File: src/rtl/matmul_controller.sv
// Streaming NxN signed matrix multiplier controller.
// Loads A then B, computes C = A*B with one shared MAC, streams C row-major.
module matmul_controller #(
  parameter int DATA_WIDTH = 3,
  parameter int N          = 2,
  parameter int ACC_WIDTH  = 2*DATA_WIDTH+$clog2(N)
) (
  input  logic                    clk,
  input  logic                    rst,
  input  logic                    in_valid,
  input  logic [DATA_WIDTH-1:0]   in_data,
  output logic                    in_ready,
  output logic                    out_valid,
  output logic [ACC_WIDTH-1:0]    out_data,
  output logic [$clog2(N)-1:0]    out_row,
  output logic [$clog2(N)-1:0]    out_col,
  input  logic                    out_ready,
  output logic                    busy,
  output logic                    done
);

  localparam int IW = $clog2(N);
  localparam int AW = $clog2(N*N);
  localparam int PW = $clog2(2*N*N);
  localparam int MW = 2*DATA_WIDTH;
  localparam logic [PW-1:0] P_LAST = PW'(2*N*N-1);
  localparam logic [IW-1:0] I_LAST = IW'(N-1);

  typedef enum logic [1:0] {
    LOAD,
    MAC,
    OUT
  } state_t;

  state_t state;

  logic [DATA_WIDTH-1:0] a_mem [N*N];
  logic [DATA_WIDTH-1:0] b_mem [N*N];

  logic [PW-1:0] p;
  logic [IW-1:0] i;
  logic [IW-1:0] j;
  logic [IW-1:0] k;

  logic signed [ACC_WIDTH-1:0]  acc;
  logic [AW-1:0]                a_idx;
  logic [AW-1:0]                b_idx;
  logic [AW-1:0]                ld_idx;
  logic                         ld_to_a;
  logic signed [DATA_WIDTH-1:0] a_op;
  logic signed [DATA_WIDTH-1:0] b_op;
  logic signed [MW-1:0]         prod;
  logic signed [ACC_WIDTH-1:0]  prod_x;

  // Operand addressing, load addressing and the shared signed multiplier
  always_comb begin
    a_idx   = AW'(int'(i) * N + int'(k));
    b_idx   = AW'(int'(k) * N + int'(j));
    ld_to_a = int'(p) < N*N;
    ld_idx  = ld_to_a ? AW'(p) : AW'(int'(p) - N*N);
    a_op    = a_mem[a_idx];
    b_op    = b_mem[b_idx];
    prod    = a_op * b_op;
    prod_x  = {{(ACC_WIDTH-MW){prod[MW-1]}}, prod};
  end

  // Control FSM: load stream, one MAC per cycle, present each result
  always_ff @(posedge clk or posedge rst) begin
    if (rst) begin
      state <= LOAD;
      p     <= '0;
      i     <= '0;
      j     <= '0;
      k     <= '0;
      acc   <= '0;
      done  <= 1'b0;
      for (int n = 0; n < N*N; n++) begin
        a_mem[n] <= '0;
        b_mem[n] <= '0;
      end
    end else begin
      done <= 1'b0;
      unique case (state)
        LOAD: begin
          if (in_valid) begin
            if (ld_to_a) a_mem[ld_idx] <= in_data;
            else         b_mem[ld_idx] <= in_data;
            if (p == P_LAST) begin
              p     <= '0;
              i     <= '0;
              j     <= '0;
              k     <= '0;
              state <= MAC;
            end else begin
              p <= p + PW'(1);
            end
          end
        end
        MAC: begin
          acc <= (k == '0) ? prod_x : acc + prod_x;
          if (k == I_LAST) state <= OUT;
          else             k     <= k + IW'(1);
        end
        OUT: begin
          if (out_ready) begin
            k <= '0;
            if (i == I_LAST && j == I_LAST) begin
              i     <= '0;
              j     <= '0;
              done  <= 1'b1;
              state <= LOAD;
            end else begin
              state <= MAC;
              if (j == I_LAST) begin
                j <= '0;
                i <= i + IW'(1);
              end else begin
                j <= j + IW'(1);
              end
            end
          end
        end
        default: state <= LOAD;
      endcase
    end
  end

  // Outputs decode straight from registered state
  always_comb begin
    in_ready  = (state == LOAD);
    out_valid = (state == OUT);
    busy      = (state != LOAD);
    out_data  = acc;
    out_row   = i;
    out_col   = j;
  end

endmodule

File: config.mk
export PLATFORM = sky130hd
export DESIGN_NAME = matmul_controller
export DESIGN_NICKNAME = d
export VERILOG_FILES = /design/src/rtl/matmul_controller.sv
export SDC_FILE = /design/constraint.sdc
export NUM_CORES = 1
export LEC_CHECK = 0
export ABC_AREA = 1
export BUFFER_PORTS_ARGS = -buffer_cell sky130_fd_sc_hd__buf_2
export CAP_MARGIN = 20
export CORE_MARGIN = 1.5
export CORE_UTILIZATION = 33
export DETAILED_ROUTE_END_ITERATION = 7
export HOLD_SLACK_MARGIN = 0.06
export REMOVE_ABC_BUFFERS = 1
export SYNTH_ARGS = -nofsm -noshare
export SYNTH_HDL_FRONTEND = slang
export SYNTH_SLANG_ARGS = --single-unit
File: constraint.sdc
create_clock -name clk -period 5.25 [get_ports clk]
set_clock_uncertainty 0.1 [all_clocks]
set_input_delay 0.2625 -clock clk [delete_from_list [all_inputs] [get_ports clk]]
set_output_delay 0.2625 -clock clk [all_outputs]
set_load 0.02 [all_outputs]
Word-level counts from Yosys, hierarchy flattened:

Cells that the tools add are included.

* add/subtract/negate cells: 8
* $mul: 1
* div/mod/pow operators: 0
* $lt $le $gt $ge: 5
* equality and inequality tests: 8
* shift-type cells: 0
* muxes and demuxes: 35
* bitwise gates (word level): 4
* reductions and logical operators: 13

Operators by type and width (count)
* bitwise mux 12 bit: 2
* two-way mux 3 bit: 6
* two-way mux 1 bit: 14
* binary-select mux 3 bit (select 2 bit): 2
* AND reduction 4 bit: 3
* two-way mux 2 bit: 5
* >= comparator 3 bit (second input constant): 3
* inverter 2 -> 3 bit: 3
* adder 7 x 6 -> 7 bit: 1
* two-way mux 7 bit: 1
* demux 3 bit (select 2 bit): 1
* multiplier 3 x 3 -> 6 bit: 1
* case mux 2 bit (3 select lines): 1
* AND reduction 3 bit: 2
* AND reduction 5 bit: 1
* adder 2 x 1 -> 2 bit: 2
* inequality test 2 x 1 -> 1 bit (second input constant): 2
* inequality test 2 bit (second input constant): 2
* case mux 1 bit (2 select lines): 2
* nonzero test 2 bit: 2
* adder 1 bit (second input constant): 3
* adder 3 x 1 -> 3 bit (second input constant): 1
* equality test 3 bit (second input constant): 1
* < comparator 3 x 1 -> 1 bit (second input constant): 1
* 11 further kinds: 12

* flip-flop bits (word level): 40
* bits in latches: 0
* RAM bits: 0
* memory bits (read-only): 0
* input port bits: 7
* output and inout bits: 13
* logic and storage cells: 89
* memories: 0

Logic depth before layout (Yosys ltp):

* depth after elaboration: 8
* gate-level depth with buffers: 28
* depth with buffers taken out: 28

Worst setup path before layout:

Ideal clock, no wire load.

* path kind: reg2reg
* from: register j (netlist: out_col)
* to: register acc[6] (netlist: out_data[6])
* setup time: 117 ps
* data arrival time: 3630 ps
* data required time: 5033 ps
* slack: 1403 ps
* cell stages (with the launch flop): 27
* path buffers: 1
* period minus slack after synthesis: 3847 ps
* path through: dfrtp_1 buf_2 clkinv_2 nand2_1 a32oi_1 inv_1 nor2_1 fa_1 ha_1 ha_1 fa_1 inv_1 nand2_1 nand2_1 inv_1 nand2_1 nand2_1 ha_1 nand2_1 inv_1 nand3_1 nand2_1 nand2_1 nand3_1 nand2_1 nand3_1 nand2_1

* longest elaborated chain between the ends: 8

RTL lines
* start: declaration: RTL line 42 `logic [IW-1:0] j;`
* start signal: assignment: RTL line 118 `j <= j + IW'(1);`
* adder 2 x 1 -> 2 bit (*): RTL line 58 `b_idx = AW'(int'(k) * N + int'(j));`
* inverter 2 -> 3 bit (not written as such) (*): RTL line 62 `b_op = b_mem[b_idx];`
* binary-select mux 3 bit (select 2 bit) (*): RTL line 62
* two-way mux 3 bit (not written as such) (*) (2 in a row): RTL line 62
* multiplier 3 x 3 -> 6 bit (*): RTL line 63 `prod = a_op * b_op;`
* adder 7 x 6 -> 7 bit: RTL line 100 `acc <= (k == '0) ? prod_x : acc + prod_x;`
* two-way mux 7 bit (*): RTL line 100
* end signal: assignment: RTL line 100
* end: declaration: RTL line 45 `logic signed [ACC_WIDTH-1:0] acc;`

Mark *: on every way between the ends. The rest lies on a longest branch, timed or not. The select of a mux whose other input is x is not followed.
A chain may end at the register's enable or synchronous reset.

Worst setup path after layout:

* from: register k
* to: register acc[6] (netlist: out_data[6])

* longest elaborated chain between the ends: 8
* elaborated cells on any way between the ends: 13
* those cells by class: add/sub: 3; mul: 1; mux: 7; bitwise: 2

RTL lines
* start: declaration: RTL line 43 `logic [IW-1:0] k;`
* start signal: assignment: RTL line 102 `else k <= k + IW'(1);`
* adder 2 x 1 -> 2 bit (on tied branches): RTL line 57, 58
* inverter 2 -> 3 bit (on tied branches): RTL line 61, 62
* binary-select mux 3 bit (select 2 bit) (on tied branches): RTL line 61, 62
* two-way mux 3 bit (on tied branches) (2 in a row): RTL line 61, 62
* multiplier 3 x 3 -> 6 bit: RTL line 63
* adder 7 x 6 -> 7 bit: RTL line 100
* two-way mux 7 bit (*): RTL line 100

Marked as above.

==> impl_metrics.env <==
export IMPL_dp_hpwl_um=4060
export IMPL_yosysSeqAreaShare_pct=39.9
export IMPL_cts_resized=0
export IMPL_num_nets_final=347
export IMPL_port_buffers=19
export IMPL_synth_distinct_cells=37
export IMPL_cp_top_family="adder cells"
export IMPL_postCtsHoldBufs=1
export IMPL_slew_violations=0
export IMPL_rsz0062_at_grt="false"
export IMPL_worstMarginPinSlew_ps=507
export IMPL_utilization_pct=38.5
export IMPL_period_minus_slack_ps=4330
export IMPL_setup_viol=0
export IMPL_routed_wl_um=5170
export IMPL_diodes=0
export IMPL_crit_buf_inv=5
export IMPL_r2r_end="out_data[6]"
export IMPL_grt_pass1_wl_um=8720
export IMPL_numCtsBuffers=5
export IMPL_antenna_found_initial=0
export IMPL_ios=20
export IMPL_path_depth=22
export IMPL_die_h_um=90.2
export IMPL_cts_sinks=40
export IMPL_fin_crit_sh_pct=82.5
export IMPL_cts_clk_slew_worst_paths_ps=80
export IMPL_layout_common_cells="nand2_1, dfrtp_1, inv_1, o21ai_1, buf_2"
export IMPL_cts_htree_levels=2
export IMPL_place_gp_congestion=0.910
export IMPL_syn_area_um2=2510
export IMPL_dieArea_um2=8130
export IMPL_post_place_ws_ps=964
export IMPL_netlist_instances=293
export IMPL_fin_ws_ps=921
export IMPL_cpMostUsedCell="nand2_1"
export IMPL_grt_total_usage_pct=13.5
export IMPL_critPathCaptureType="flop"
export IMPL_design_area_um2=2810
export IMPL_core_um2=7290
export IMPL_r2r_start="k"
export IMPL_synth_area_leaders="dfrtp_1, nand2_1, ha_1"
export IMPL_hold_path_endpoint="state[1]"
export IMPL_start_kind="flop"
export IMPL_initial_core_util_pct=34.4
export IMPL_final_layout_size_suffix_gt1_share_pct=16.6
export IMPL_cts_buffer_depth=2
export IMPL_crit_type="reg2reg"
export IMPL_cp_max_fo=16
export IMPL_grt_ovfl_total=0
export IMPL_hold_start="out_ready"
export IMPL_slew_headroom_pct=66.2
export IMPL_holdPathStages=2
export IMPL_setup_tns_ps=0
export IMPL_cp_slowest_cell="dfrtp_1"
export IMPL_yosys_area_top_type_share_pct=39.9
export IMPL_worstPathArrival_ps=4420
export IMPL_worstPathRequired_ps=5340
export IMPL_grt_pass1_vias=1890
export IMPL_avgSynthCellArea_um2=8.56
export IMPL_clkLatencyLatePin_ps=290
export IMPL_dieWidth_um=90.2
export IMPL_max_stage_delay_ps=640
export IMPL_syn2layout_area_growth_pct=11.9
export IMPL_worstSetupStartpoint="k"
export IMPL_vias=1938
export IMPL_hold_violations=0
export IMPL_antenna_left=0
export IMPL_min_path_type="in2reg"
export IMPL_clock_fmax_mhz=231
export IMPL_placed_cell_area_um2=2720
export IMPL_path_cells="inv_2 -> a32oi_1 -> inv_1 -> nor2_1 -> fa_1 -> ha_1 -> ha_1 -> fa_1 -> inv_1 -> nand2_1 -> nand2_1 -> inv_1 -> nand2_1 -> nand2_1 -> ha_1 -> nand2_1 -> inv_1 -> nand3_1 -> nand3_1 -> nand4_1 -> nand3_1 -> nand2_1"
export IMPL_drt_wirelength_per_cell_um=12.4
export IMPL_cap_violations=0
export IMPL_status="completed"
export IMPL_layout_cells_most_common="nand2_1"
export IMPL_ys_ff_latch=40
export IMPL_post_cts_setup_buffers=0
export IMPL_yosysTopAreaCell="dfrtp_1"
export IMPL_vias_per_cell=4.64
export IMPL_drc=0
export IMPL_drtIter0Drc=74
export IMPL_dr_pass1_iters=4
export IMPL_cts_root_buf="clkbuf_8"
export IMPL_r2r_cells=22
export IMPL_yosys_warnings=0
export IMPL_fp_row_count=31
export IMPL_cts_tree="done"
export IMPL_r2r_slack_ps=920
export IMPL_grt_max_degree=41
-- synth_stat cells --
cell	n
inv_2	7
nand3_1	16
o21bai_1	1
a21oi_2	1
buf_6	1
a21oi_1	12
xor2_1	1
a22oi_1	1
a32o_1	1
nand2_8	1
a22o_1	1
nor2_2	2
a32oi_2	1
nand2_2	5
inv_1	39
clkinv_2	1
o221ai_1	1
or2_0	1
buf_2	1
ha_1	16
or2_1	2
inv_4	1
nor3_1	1
xnor2_1	2
nor4_1	1
fa_1	5
nor2_4	2
nand4_1	2
nor2_1	6
nand2_1	75
nor3_4	1
o21ai_0	9
dfrtp_1	40
o21a_1	8
nor2_8	5
a32oi_1	1
o21ai_1	22
-- cells by family after synthesis --
group                    Yosys count  synth area share, %
AO/OA/AOI/OAI                     59                 14.0
AND/OR/NAND/NOR                  120                 25.1
flip-flops                        40                 39.9
adder cells (fa/ha/maj)           21                 12.0
buffers and inverters             50                 7.98
XOR/XNOR                           3                 1.05
-- metrics by stage --
step / hold slack [ps] / instances
floorplan: 270 / 291
global placement: 318 / 410
detailed placement: 331 / 410
CTS: 93.9 / 418
global route: 88.7 / 418
finish: 88.5 / 418
-- cell type report --
class | count | area, um^2
Clock buffer | 6 | 72.6
Timing Repair Buffer | 21 | 113
Tap cell | 99 | 124
Sequential cell | 40 | 1000
Inverter | 48 | 184
Fill cell | 769 | 4490
Clock inverter | 1 | 5.00
Multi-Input combinational cell | 203 | 1310
-- layer usage --
| layer | track usage (%) | part of all wire (%) |
|---|---|---|
| met1 | 16.2 | 48 |
| met2 | 23.5 | 47 |
| met3 | 3.05 | 3.4 |
| met4 | 5.03 | 1.4 |
| met5 | 0 | 0 |
-- state kept, by name, indices dropped and copies added, names as in the netlist --
signal	count
a_mem	12
b_mem	12
out_data	7
p	3
state	2
done	1
k	1
out_col	1
out_row	1
-- worst max path at each step --
stage / to / slack [ps]
6_report: out_data[6] / 920
3_3_place_gp: out_data[6] / 1070
4_1_cts: out_data[6] / 960
3_5_place_dp: out_data[6] / 960
2_1_floorplan: out_data[6] / 1410
5_1_grt: out_data[6] / 610
Power is not shown: default switching activity piles up to over one toggle a cycle in this logic, so the estimate is an artifact.
